--- src/rtl/div_arbiter_if.sv ---
// Requester/response bundle for div_arbiter.
// master modport: the requester/consumer side. slave modport: the arbiter.
interface div_arbiter_if #(
    parameter int M    = 26,
    parameter int N    = 14,
    parameter int NREQ = 4,
    parameter int IW   = $clog2(NREQ)
);
    logic [NREQ-1:0]   req_valid;
    logic [NREQ-1:0]   req_ready;
    logic [NREQ*M-1:0] req_dividend;
    logic [NREQ*N-1:0] req_divisor;
    logic              resp_valid;
    logic [IW-1:0]     resp_id;
    logic [M-1:0]      resp_quotient;
    logic              resp_dz;

    modport master (
        output req_valid, req_dividend, req_divisor,
        input  req_ready, resp_valid, resp_id, resp_quotient, resp_dz
    );

    modport slave (
        input  req_valid, req_dividend, req_divisor,
        output req_ready, resp_valid, resp_id, resp_quotient, resp_dz
    );
endinterface

--- src/rtl/div_arbiter.sv ---
// Round-robin arbiter/sequencer sharing one pipelined divider among NREQ
// requesters. One division accepted per cycle; each in-flight operation is
// tracked by a {valid, id[, dz]} tag that travels alongside the divider
// latency, so quotients come back in issue order tagged with their owner.
// Optional feature macro: DIV_ARB_ZERO_CHECK_EN (zero-divisor detection,
// forcing an all-ones quotient and raising resp_dz).
module div_arbiter #(
    parameter int M    = 26,
    parameter int N    = 14,
    parameter int NREQ = 4,
    parameter int LAT  = 1,
    localparam int IW  = $clog2(NREQ)
) (
    input  logic            clk,
    input  logic            rst,
    div_arbiter_if.slave    bus,
    output logic [M-1:0]    div_dividend,
    output logic [N-1:0]    div_divisor,
    input  logic [M-1:0]    div_quotient,
    output logic            busy
);

    logic [IW-1:0]  ptr_q;
    logic [NREQ-1:0] grant_s;
    logic [IW-1:0]  grant_id_s;
    logic [IW-1:0]  idx_s;
    logic           found_s;
    logic           hs_s;
    logic           dz_s;
    logic [M-1:0]   dividend_q;
    logic [N-1:0]   divisor_q;
    logic           tag_v_q  [LAT+1];
    logic [IW-1:0]  tag_id_q [LAT+1];
    logic           resp_valid_q;
    logic [IW-1:0]  resp_id_q;
    logic [M-1:0]   resp_quotient_q;
    logic           busy_s;
`ifdef DIV_ARB_ZERO_CHECK_EN
    logic           tag_dz_q [LAT+1];
    logic           resp_dz_q;
`endif

    // Round-robin pick: first valid requester at or after ptr+1, none during reset.
    always_comb begin
        grant_s    = {NREQ{1'b0}};
        grant_id_s = {IW{1'b0}};
        idx_s      = {IW{1'b0}};
        found_s    = 1'b0;
        for (int k = 1; k <= NREQ; k++) begin
            idx_s = IW'((int'(ptr_q) + k) % NREQ);
            if (!found_s && bus.req_valid[idx_s]) begin
                found_s    = 1'b1;
                grant_id_s = idx_s;
            end else begin
                found_s    = found_s;
            end
        end
        if (found_s && !rst) begin
            grant_s[grant_id_s] = 1'b1;
        end else begin
            grant_s = {NREQ{1'b0}};
        end
    end

    assign bus.req_ready = grant_s;
    assign hs_s          = |(bus.req_valid & grant_s);

`ifdef DIV_ARB_ZERO_CHECK_EN
    assign dz_s = (bus.req_divisor[grant_id_s*N +: N] == {N{1'b0}});
`else
    assign dz_s = 1'b0;
`endif

    // Last-granted pointer; reset makes requester 0 the highest priority.
    always_ff @(posedge clk) begin
        if (rst) begin
            ptr_q <= IW'(NREQ - 1);
        end else if (hs_s) begin
            ptr_q <= grant_id_s;
        end
    end

    // Capture the granted operands for the divider; hold when idle.
    always_ff @(posedge clk) begin
        if (rst) begin
            dividend_q <= {M{1'b0}};
            divisor_q  <= {N{1'b0}};
        end else if (hs_s) begin
            dividend_q <= bus.req_dividend[grant_id_s*M +: M];
            divisor_q  <= bus.req_divisor[grant_id_s*N +: N];
        end
    end

    assign div_dividend = dividend_q;
    assign div_divisor  = divisor_q;

    // Tag shift register matching the divider latency; reset drops everything in flight.
    always_ff @(posedge clk) begin
        if (rst) begin
            for (int s = 0; s <= LAT; s++) begin
                tag_v_q[s]  <= 1'b0;
                tag_id_q[s] <= {IW{1'b0}};
`ifdef DIV_ARB_ZERO_CHECK_EN
                tag_dz_q[s] <= 1'b0;
`endif
            end
        end else begin
            tag_v_q[0]  <= hs_s;
            tag_id_q[0] <= grant_id_s;
`ifdef DIV_ARB_ZERO_CHECK_EN
            tag_dz_q[0] <= hs_s & dz_s;
`endif
            for (int s = 1; s <= LAT; s++) begin
                tag_v_q[s]  <= tag_v_q[s-1];
                tag_id_q[s] <= tag_id_q[s-1];
`ifdef DIV_ARB_ZERO_CHECK_EN
                tag_dz_q[s] <= tag_dz_q[s-1];
`endif
            end
        end
    end

    // Response register: strobe/id every cycle, quotient only when the last tag is valid.
    always_ff @(posedge clk) begin
        if (rst) begin
            resp_valid_q    <= 1'b0;
            resp_id_q       <= {IW{1'b0}};
            resp_quotient_q <= {M{1'b0}};
`ifdef DIV_ARB_ZERO_CHECK_EN
            resp_dz_q       <= 1'b0;
`endif
        end else begin
            resp_valid_q <= tag_v_q[LAT];
            resp_id_q    <= tag_id_q[LAT];
`ifdef DIV_ARB_ZERO_CHECK_EN
            resp_dz_q    <= tag_v_q[LAT] & tag_dz_q[LAT];
            if (tag_v_q[LAT] && tag_dz_q[LAT]) begin
                resp_quotient_q <= {M{1'b1}};
            end else if (tag_v_q[LAT]) begin
                resp_quotient_q <= div_quotient;
            end
`else
            if (tag_v_q[LAT]) begin
                resp_quotient_q <= div_quotient;
            end
`endif
        end
    end

    assign bus.resp_valid    = resp_valid_q;
    assign bus.resp_id       = resp_id_q;
    assign bus.resp_quotient = resp_quotient_q;
`ifdef DIV_ARB_ZERO_CHECK_EN
    assign bus.resp_dz       = resp_dz_q;
`else
    assign bus.resp_dz       = 1'b0;
`endif

    // Busy whenever any tag stage holds a live operation.
    always_comb begin
        busy_s = 1'b0;
        for (int s = 0; s <= LAT; s++) begin
            busy_s = busy_s | tag_v_q[s];
        end
    end

    assign busy = busy_s;

endmodule

--- src/flat_wrapper.sv ---
// flat-port wrapper written by rule: the top's interface ports become plain ports
module div_arbiter_flat 
#(
    parameter int M    = 26,
    parameter int N    = 14,
    parameter int NREQ = 4,
    parameter int LAT  = 1,
    localparam int IW  = $clog2(NREQ)
)
  (clk, rst, div_dividend, div_divisor, div_quotient, busy, bus_req_valid, bus_req_dividend, bus_req_divisor, bus_req_ready, bus_resp_valid, bus_resp_id, bus_resp_quotient, bus_resp_dz);
  div_arbiter_if #(.M(M), .N(N), .NREQ(NREQ), .IW(($clog2(NREQ)))) bus_i ();
  input  logic clk;
  input  logic rst;
  output logic [M-1:0] div_dividend;
  output logic [N-1:0] div_divisor;
  input  logic [M-1:0] div_quotient;
  output logic busy;
  input wire logic [$bits(bus_i.req_valid)-1:0] bus_req_valid;
  input wire logic [$bits(bus_i.req_dividend)-1:0] bus_req_dividend;
  input wire logic [$bits(bus_i.req_divisor)-1:0] bus_req_divisor;
  output wire logic [$bits(bus_i.req_ready)-1:0] bus_req_ready;
  output wire logic [$bits(bus_i.resp_valid)-1:0] bus_resp_valid;
  output wire logic [$bits(bus_i.resp_id)-1:0] bus_resp_id;
  output wire logic [$bits(bus_i.resp_quotient)-1:0] bus_resp_quotient;
  output wire logic [$bits(bus_i.resp_dz)-1:0] bus_resp_dz;
  assign bus_i.req_valid = bus_req_valid;
  assign bus_i.req_dividend = bus_req_dividend;
  assign bus_i.req_divisor = bus_req_divisor;
  assign bus_req_ready = bus_i.req_ready;
  assign bus_resp_valid = bus_i.resp_valid;
  assign bus_resp_id = bus_i.resp_id;
  assign bus_resp_quotient = bus_i.resp_quotient;
  assign bus_resp_dz = bus_i.resp_dz;
  div_arbiter #(.M(M), .N(N), .NREQ(NREQ), .LAT(LAT)) u_core (.clk(clk), .rst(rst), .bus(bus_i), .div_dividend(div_dividend), .div_divisor(div_divisor), .div_quotient(div_quotient), .busy(busy));
endmodule
--- config.mk ---
export PLATFORM = sky130hd
export DESIGN_NAME = div_arbiter_flat
export DESIGN_NICKNAME = d
export VERILOG_FILES = /design/src/rtl/div_arbiter_if.sv /design/src/rtl/div_arbiter.sv /design/src/flat_wrapper.sv
export SDC_FILE = /design/constraint.sdc
export NUM_CORES = 1
export LEC_CHECK = 0
export BUFFER_PORTS_ARGS = -buffer_cell sky130_fd_sc_hd__buf_2
export CAP_MARGIN = 0
export CELL_PAD_IN_SITES_DETAIL_PLACEMENT = 1
export CELL_PAD_IN_SITES_GLOBAL_PLACEMENT = 2
export CORE_ASPECT_RATIO = 0.7
export CORE_UTILIZATION = 25
export CTS_CLUSTER_SIZE = 30
export DETAILED_ROUTE_END_ITERATION = 8
export GPL_TIMING_DRIVEN = 0
export PLACE_DENSITY = 0.91
export SYNTH_ARGS = -nofsm -noshare
export SYNTH_HDL_FRONTEND = slang
export SYNTH_SLANG_ARGS = --single-unit
--- constraint.sdc ---
create_clock -name clk -period 2.5 [get_ports clk]
set_clock_uncertainty 0.05 [all_clocks]
set_input_delay 0.25 -clock clk [delete_from_list [all_inputs] [get_ports clk]]
set_output_delay 0.25 -clock clk [all_outputs]
set_load 0.1 [all_outputs]
==> summary.txt, run 1 <==
Outcome
  • Run status: finished clean

Detailed routing
  • Number of search-and-repair iterations in the first detailed-routing pass: 4
  • Antenna viol nets, final: 0
  • Number of vias after detailed routing: between 4,000 and 5,000
  • Number of DRC markers after the initial detailed-route iteration: 150
  • Drt total wl: between 15,000 and 20,000 um
  • DRC Markers: 0
  • Post-detailed-route wirelength per cell: between 15 and 20 um
  • Number of vias per cell after detailed routing: 4.77

GRT
  • Overall fraction of global-route tracks in use: roughly a fifth
  • Largest net degree at the start of global routing: 17
  • Global-route wire length before repair: around 25,000 um
  • Initial antenna violation count: 0
  • Vias in the first global route: 4,709
  • Gr ovfl total: 0

Die
  • Total Die Area: approximately 17,000 sq um
  • DIE HEIGHT: roughly 110 um
  • Core Footprint: roughly 16,000 sq um
  • Initial cell density of the core: ~26%
  • Width of the die: 157 um
  • Number of rows created at floorplan: 39
  • Top Ports: around 270

Worst setup path
  • Crit. End Element: output port
  • Startpoint class of the critical path: register
  • Critical path arrival: around 2.1 ns
  • Class of the most critical setup path: reg2out
  • Endpoint required time on the critical path: 2.20 ns
  • Crit path max fanout: 13

Synth
  • Fraction of synthesis flops using an asynchronous set or reset pin: 0%
  • Total of warnings raised by yosys: 0
  • Post-synthesis cell count: between 400 and 500
  • Number of distinct library cell variants in the gate-level netlist after synthesis: 36
  • Seq/Total Area, Yosys: ~37%
  • Flip-flop and latch count after synthesis: 77
  • EDFF count, synth: 0
  • Average cell area after synthesis: 9.25 sq um
  • Most used DFF post-synth: dfxtp_1
  • Syn Std Cell Area: between 4000 and 5000 sq um
  • Net count after synthesis: between 600 and 700

Final layout
  • Proportion of layout cells with a drive suffix above 1: between 40% and 50%
  • Layout filler cell count: 2,001
  • Syn-to-layout area delta: 45.7%
  • Antenna diodes: 0
  • NumNets Final: 923

Placement
  • Setup slack at placement: -0.0247 ns
  • Final Wtd Congestion: about 0.73
  • Half-perimeter wire length after placement: 13,200 um
  • IO Port Bufs: roughly 270

Clocking
  • Clock slew seen by the registers of the worst setup and hold paths: about 0.070 ns
  • Root buffer cell: clkbuf_16
  • Clk sinks: 77
  • Inserted Clock Buffers: 9
  • CTS tree: built
  • Clk Latency, worst-skew pair: around 0.34 ns
  • Hold-fix buffers at CTS: 0
  • H-tree Lvls: 3
  • Number of buffers on the longest clock path: 2
  • Post-CTS repair timing setup buffer count: 0

Power and ir drop
  • Sequential share of power: 30.7%
  • Static Leakage: between 2 and 3 nW
  • Net Sw Power: a little over 0.002 W
  • Maximum VDD drop: 0.301 mV
  • Power per cell area: 754 nW/um^2
  • Share of power burned in the clock network: between 20% and 30%
  • Logic pwr share: about 41%
  • Switching power as a share of total power: 44.7%
  • Int Pwr: 0.00256 W

STA
  • Final Hold Slack: around 0.077 ns
  • Highest attainable clock frequency: between 400 and 500 MHz
  • Rel. slew slack: about three fifths
  • Time the worst path needs with I/O delays and setup: ~2.4 ns
  • Total count of max-transition violations in the final report: 0
  • Slew at the pin with the worst max-slew slack: slightly below 0.6 ns
  • RSZ-0062 raised after global routing: no
  • Worst setup margin: 0.132 ns
  • Final clock period utilization by the worst path: 94.7%
  • Finish-stage setup viols: 0
  • Final hold violations: 0

Flow run
  • # Max-Cap Violations: 0

Min path
  • Class of the tightest hold or removal check: in2reg
## cell usage after synthesis (3+ instances only)
library cell | n | area share, %
nor2b_1 | 8 | 1.2
o211ai_2 | 7 | 2.1
buf_4 | 4 | 0.71
dfxtp_1 | 77 | 37
a21o_1 | 40 | 7.1
nand2_1 | 40 | 3.6
mux2i_1 | 68 | 16
nand4_1 | 39 | 5.8
o211ai_1 | 32 | 5.7
nor2_1 | 32 | 2.8
buf_2 | 9 | 1.1
buf_1 | 4 | 0.36
clkbuf_1 | 24 | 2.1
nand2b_1 | 3 | 0.44
buf_6 | 6 | 1.6
buf_12 | 3 | 1.4
o31ai_1 | 39 | 6.9
## power groups by stage
stage / Combinational [W] / Sequential, W / Clock (W)
6_report: 0.00192 / 0.00142 / 0.00130
5_1_grt: 0.00201 / 0.00144 / 0.00140
4_1_cts: 0.00193 / 0.00142 / 0.00136
3_3_place_gp: 0.00190 / 0.00144 / 0
3_5_place_dp: 0.00192 / 0.00145 / 0
2_1_floorplan: 0.000619 / 0.00230 / 0
## critical path, stage by stage (launching register included)
cell and delay (ns):
dfxtp_1 0.37, or2b_1 0.18, a21o_1 0.46, nand3_1 0.26, nor2_1 0.21, buf_6 0.25
## state kept, by name (all words and copies together), names as in the netlist
name	flops
u_core.bus.resp_quotient	26
u_core.div_dividend	26
u_core.div_divisor	14
u_core.tag_id_q	4
u_core.bus.resp_id	2
u_core.ptr_q	2
u_core.tag_v_q	2
u_core.bus.resp_valid	1
## final cells by class
class	count	area, sq um	share of cell area [%]
plain buffers	50	325	5.29
clock buffers	9	225	3.66
clock inverters	7	65.1	1.06
inverters	1	3.75	0.0611
multi-input cells	327	2360	38.4
flip-flops and latches	77	1540	25.1
well taps	225	282	4.58
repair buffers	265	1340	21.9
## path summary, 6_finish.rpt
kind / startpoint / slack, ns / cells past startpoint / endpoint
worst max-delay path: u_core.ptr_q[0] / 0.13 / 5 / bus_req_ready[0]
worst min register to register: u_core.tag_id_q[0][1] / 0.38 / 1 / u_core.tag_id_q[1][1]
worst max register to register: u_core.ptr_q[0] / 0.44 / 7 / u_core.div_divisor[6]
worst min-delay path: rst / 0.08 / 2 / u_core.tag_v_q[0][0]
## cells in the final DEF, fill, tap and decap left out, drive strengths merged
cell type,Yosys,routed
a211o,1,1
a21o,40,40
a21oi,1,1
and2b,1,1
buf,27,293
clkbuf,24,31
clkinv,0,2
clkinvlp,0,1
conb,1,1
dfxtp,77,77
inv,1,5
mux2i,68,68
nand2,40,40
nand2b,4,4
nand3,1,1
nand4,39,39
nor2,32,32
nor2b,8,8
nor3,2,2
nor4,1,1
o211ai,39,39
o21a,2,2
o21ai,3,3
o221a,1,1
o221ai,1,1
o31ai,39,39
or2,1,1
or2b,1,1
or3b,1,1
## stage by stage
stage / total power (W) / std cells / cell area, sq um / util [%] / TNS [ns]
after global routing: 0.00485 / 961 / 6150 / 37.5 / 0
after global placement: 0.00335 / 946 / 5830 / 35.6 / -0.0751
final: 0.00464 / 961 / 6150 / 37.5 / 0
after CTS: 0.00470 / 961 / 6140 / 37.4 / 0
after detailed placement: 0.00337 / 946 / 5830 / 35.6 / -0.0409
after floorplan: 0.00292 / 456 / 4220 / - / -0.616
## metal layers
layer / up-vias / GRT usage [%] / part of all wire [%]
met2: 186 / 32.5 / 46
met4: 0 / 4.66 / 1.0
met1: 2140 / 22.8 / 44
li1: 2245 / - / -
met5: - / 0 / 0
met3: 11 / 6.76 / 8.4
## timing repair
item	in CTS	in global routing
gates cloned	0	0
endpoints found under the setup margin	4	4
resized for setup	7	6
## logic make-up after synthesis
logic type / synth area share (%)
other: 0.0889
and+or+nand+nor: 15.9
AOI/OAI and AO/OA: 23.6
muxes: 16.1
DFF: 36.5
buffers and inverters: 7.74
Power figures use the tool's default switching activity.
==> run 2: changes to the inputs <==
Settings changed: CORE_ASPECT_RATIO 0.7 to 1.75.
==> run 2 against run 1 <==
Against the previous run:
- global-route usage shrank 0.13 points
- combinational power is essentially flat
- sequential cell count is the same
- critical endpoint is now busy
- die area is essentially flat
- largest power group unchanged
- clock power grew 7%
- via count shrank 0.48%
==> summary.txt, run 2 (synthesized netlist as in run 1, its figures left out) <==
Outcome
  • Run status: finished clean

Placement
  • Cell count after placement: between 900 and 1,000
  • Setup slack at placement: -0.108 ns
  • Final Wtd Congestion: roughly 0.73
  • Half-perimeter wire length after placement: approximately 13,000 um
  • Dpl cell area: 5830 sq um
  • IO Port Bufs: approximately 270

Die
  • Initial cell density of the core: 25.7%
  • Core Footprint: between 15,000 and 20,000 sq um
  • Top Ports: about 270
  • Width of the die: 100 um
  • Number of rows created at floorplan: 62
  • Total Die Area: 17,400 sq um
  • DIE HEIGHT: roughly 170 um

Clocking
  • Clk sinks: a little under 80
  • CTS tree: built
  • Root buffer cell: clkbuf_16
  • Hold-fix buffers at CTS: 0
  • Number of buffers on the longest clock path: 2
  • H-tree Lvls: 3
  • Inserted Clock Buffers: 9
  • Clk Latency, worst-skew pair: ~0.33 ns
  • Clock slew seen by the registers of the worst setup and hold paths: ~0.070 ns
  • Post-CTS repair timing setup buffer count: 0

Worst setup path
  • Chain of cells forming the critical path: buf_2, buf_1, or2_2, buf_2
  • Cell with the biggest individual delay on the critical path: buf_1
  • Crit path max fanout: 10
  • Endpoint required time on the critical path: roughly 2.2 ns
  • Startpoint class of the critical path: register
  • Crit. End Element: output port
  • Class of the most critical setup path: reg2out
  • Largest stage delay, worst path: approximately 0.55 ns
  • Worst reg2reg startpoint: u_core.ptr_q[0]
  • Critical path origin: u_core.tag_v_q[0][1]
  • Critical path's top delay family: buffers and inverters
  • Most common cell type on the critical path: buf_2
  • Worst path bufs/invs: 3
  • Critical path arrival: approximately 2.1 ns

Final layout
  • Commonest cells after routing, fill and taps aside: buf_2 (269), dfxtp_1 (76), mux2i_1 (68)
  • Layout Cells excl Fill: 960
  • NumNets Final: 923
  • Proportion of layout cells with a drive suffix above 1: roughly 44%
  • Antenna diodes: 0
  • Post-route cell area: 6170 sq um
  • Syn-to-layout area delta: 46.2%
  • Most common cell after layout, fill and taps aside: buf_2

Power and ir drop
  • Maximum VDD drop: ~0.27 mV
  • Power per cell area: between 700 and 800 nW/um^2
  • Design Power: between 0.004 and 0.005 W
  • Static Leakage: around 3.0 nW

Detailed routing
  • Antenna viol nets, final: 0
  • Post-detailed-route wirelength per cell: about 17 um
  • Number of search-and-repair iterations in the first detailed-routing pass: 4
  • DRC Markers: 0
  • Number of DRC markers after the initial detailed-route iteration: roughly 110
  • Number of vias per cell after detailed routing: approximately 4.8
  • Drt total wl: about 17,000 um
  • Number of vias after detailed routing: between 4,000 and 5,000

Min path
  • Worst hold path startpoint: rst
  • Class of the tightest hold or removal check: in2reg

Flow run
  • # Max-Cap Violations: 0

STA
  • Final clock period utilization by the worst path: about 96%
  • Slew at the pin with the worst max-slew slack: around 0.66 ns
  • Final hold violations: 0
  • Final Hold Slack: roughly 0.073 ns
  • Finish-stage setup viols: 0
  • Total count of max-transition violations in the final report: 0
  • Rel. slew slack: 56.0%
  • Time the worst path needs with I/O delays and setup: 2.40 ns
  • Worst setup margin: roughly 0.10 ns
  • RSZ-0062 raised after global routing: no
  • Highest attainable clock frequency: approximately 420 MHz

GRT
  • Largest net degree at the start of global routing: 16
  • Global-route wire length before repair: around 26,000 um
  • Overall fraction of global-route tracks in use: around a fifth
  • Vias in the first global route: 4,832
  • Gr ovfl total: 0
  • Initial antenna violation count: 0
==> run 2: report_power, final <==
part / leakage [nW] / internal, W / switching, W
Combinational: 2.22 / 0.000509 / 0.00140
Sequential: 0.636 / 0.00136 / 0.0000624
Clock: 0.145 / 0.000790 / 0.000595
Total: 3.00 / 0.00266 / 0.00206
==> run 2: path summary, 6_finish.rpt <==
kind	cells past startpoint	slack (ns)	end
worst max-delay path	4	0.10	busy
worst min-delay path	2	0.07	u_core.tag_v_q[0][0]
worst max register to register	7	0.52	u_core.div_dividend[6]
worst min register to register	1	0.39	u_core.bus.resp_id[0]
==> run 2: area by class of cell <==
type	count	area (sq um)
Sequential cell	77	1540
Timing Repair Buffer	265	1340
Clock inverter	7	82.6
Clock buffer	9	225
Tap cell	224	280
Multi-Input combinational cell	327	2370
Fill cell	2072	10300
Buffer	50	325
Inverter	1	3.75
==> run 2: through the flow <==
stage               TNS (ns)  utilization [%]
detailed placement    -0.203             35.5
CTS                        0             37.4
finish                     0             37.5
floorplan             -0.616                -
global placement      -0.187             35.5
global route               0             37.5
==> run 2: what timing repair did <==
item                                    4_1_cts  5_1_grt
pin swaps                                     0        0
endpoints found under the setup margin        4        4
gates resized for setup                       8        4
==> run 2: layer usage <==
layer	track usage (%)	routed length (um)
met4	5.01	218
met5	0	0
met2	37.6	9320
met3	3.59	862
met1	19.7	6170
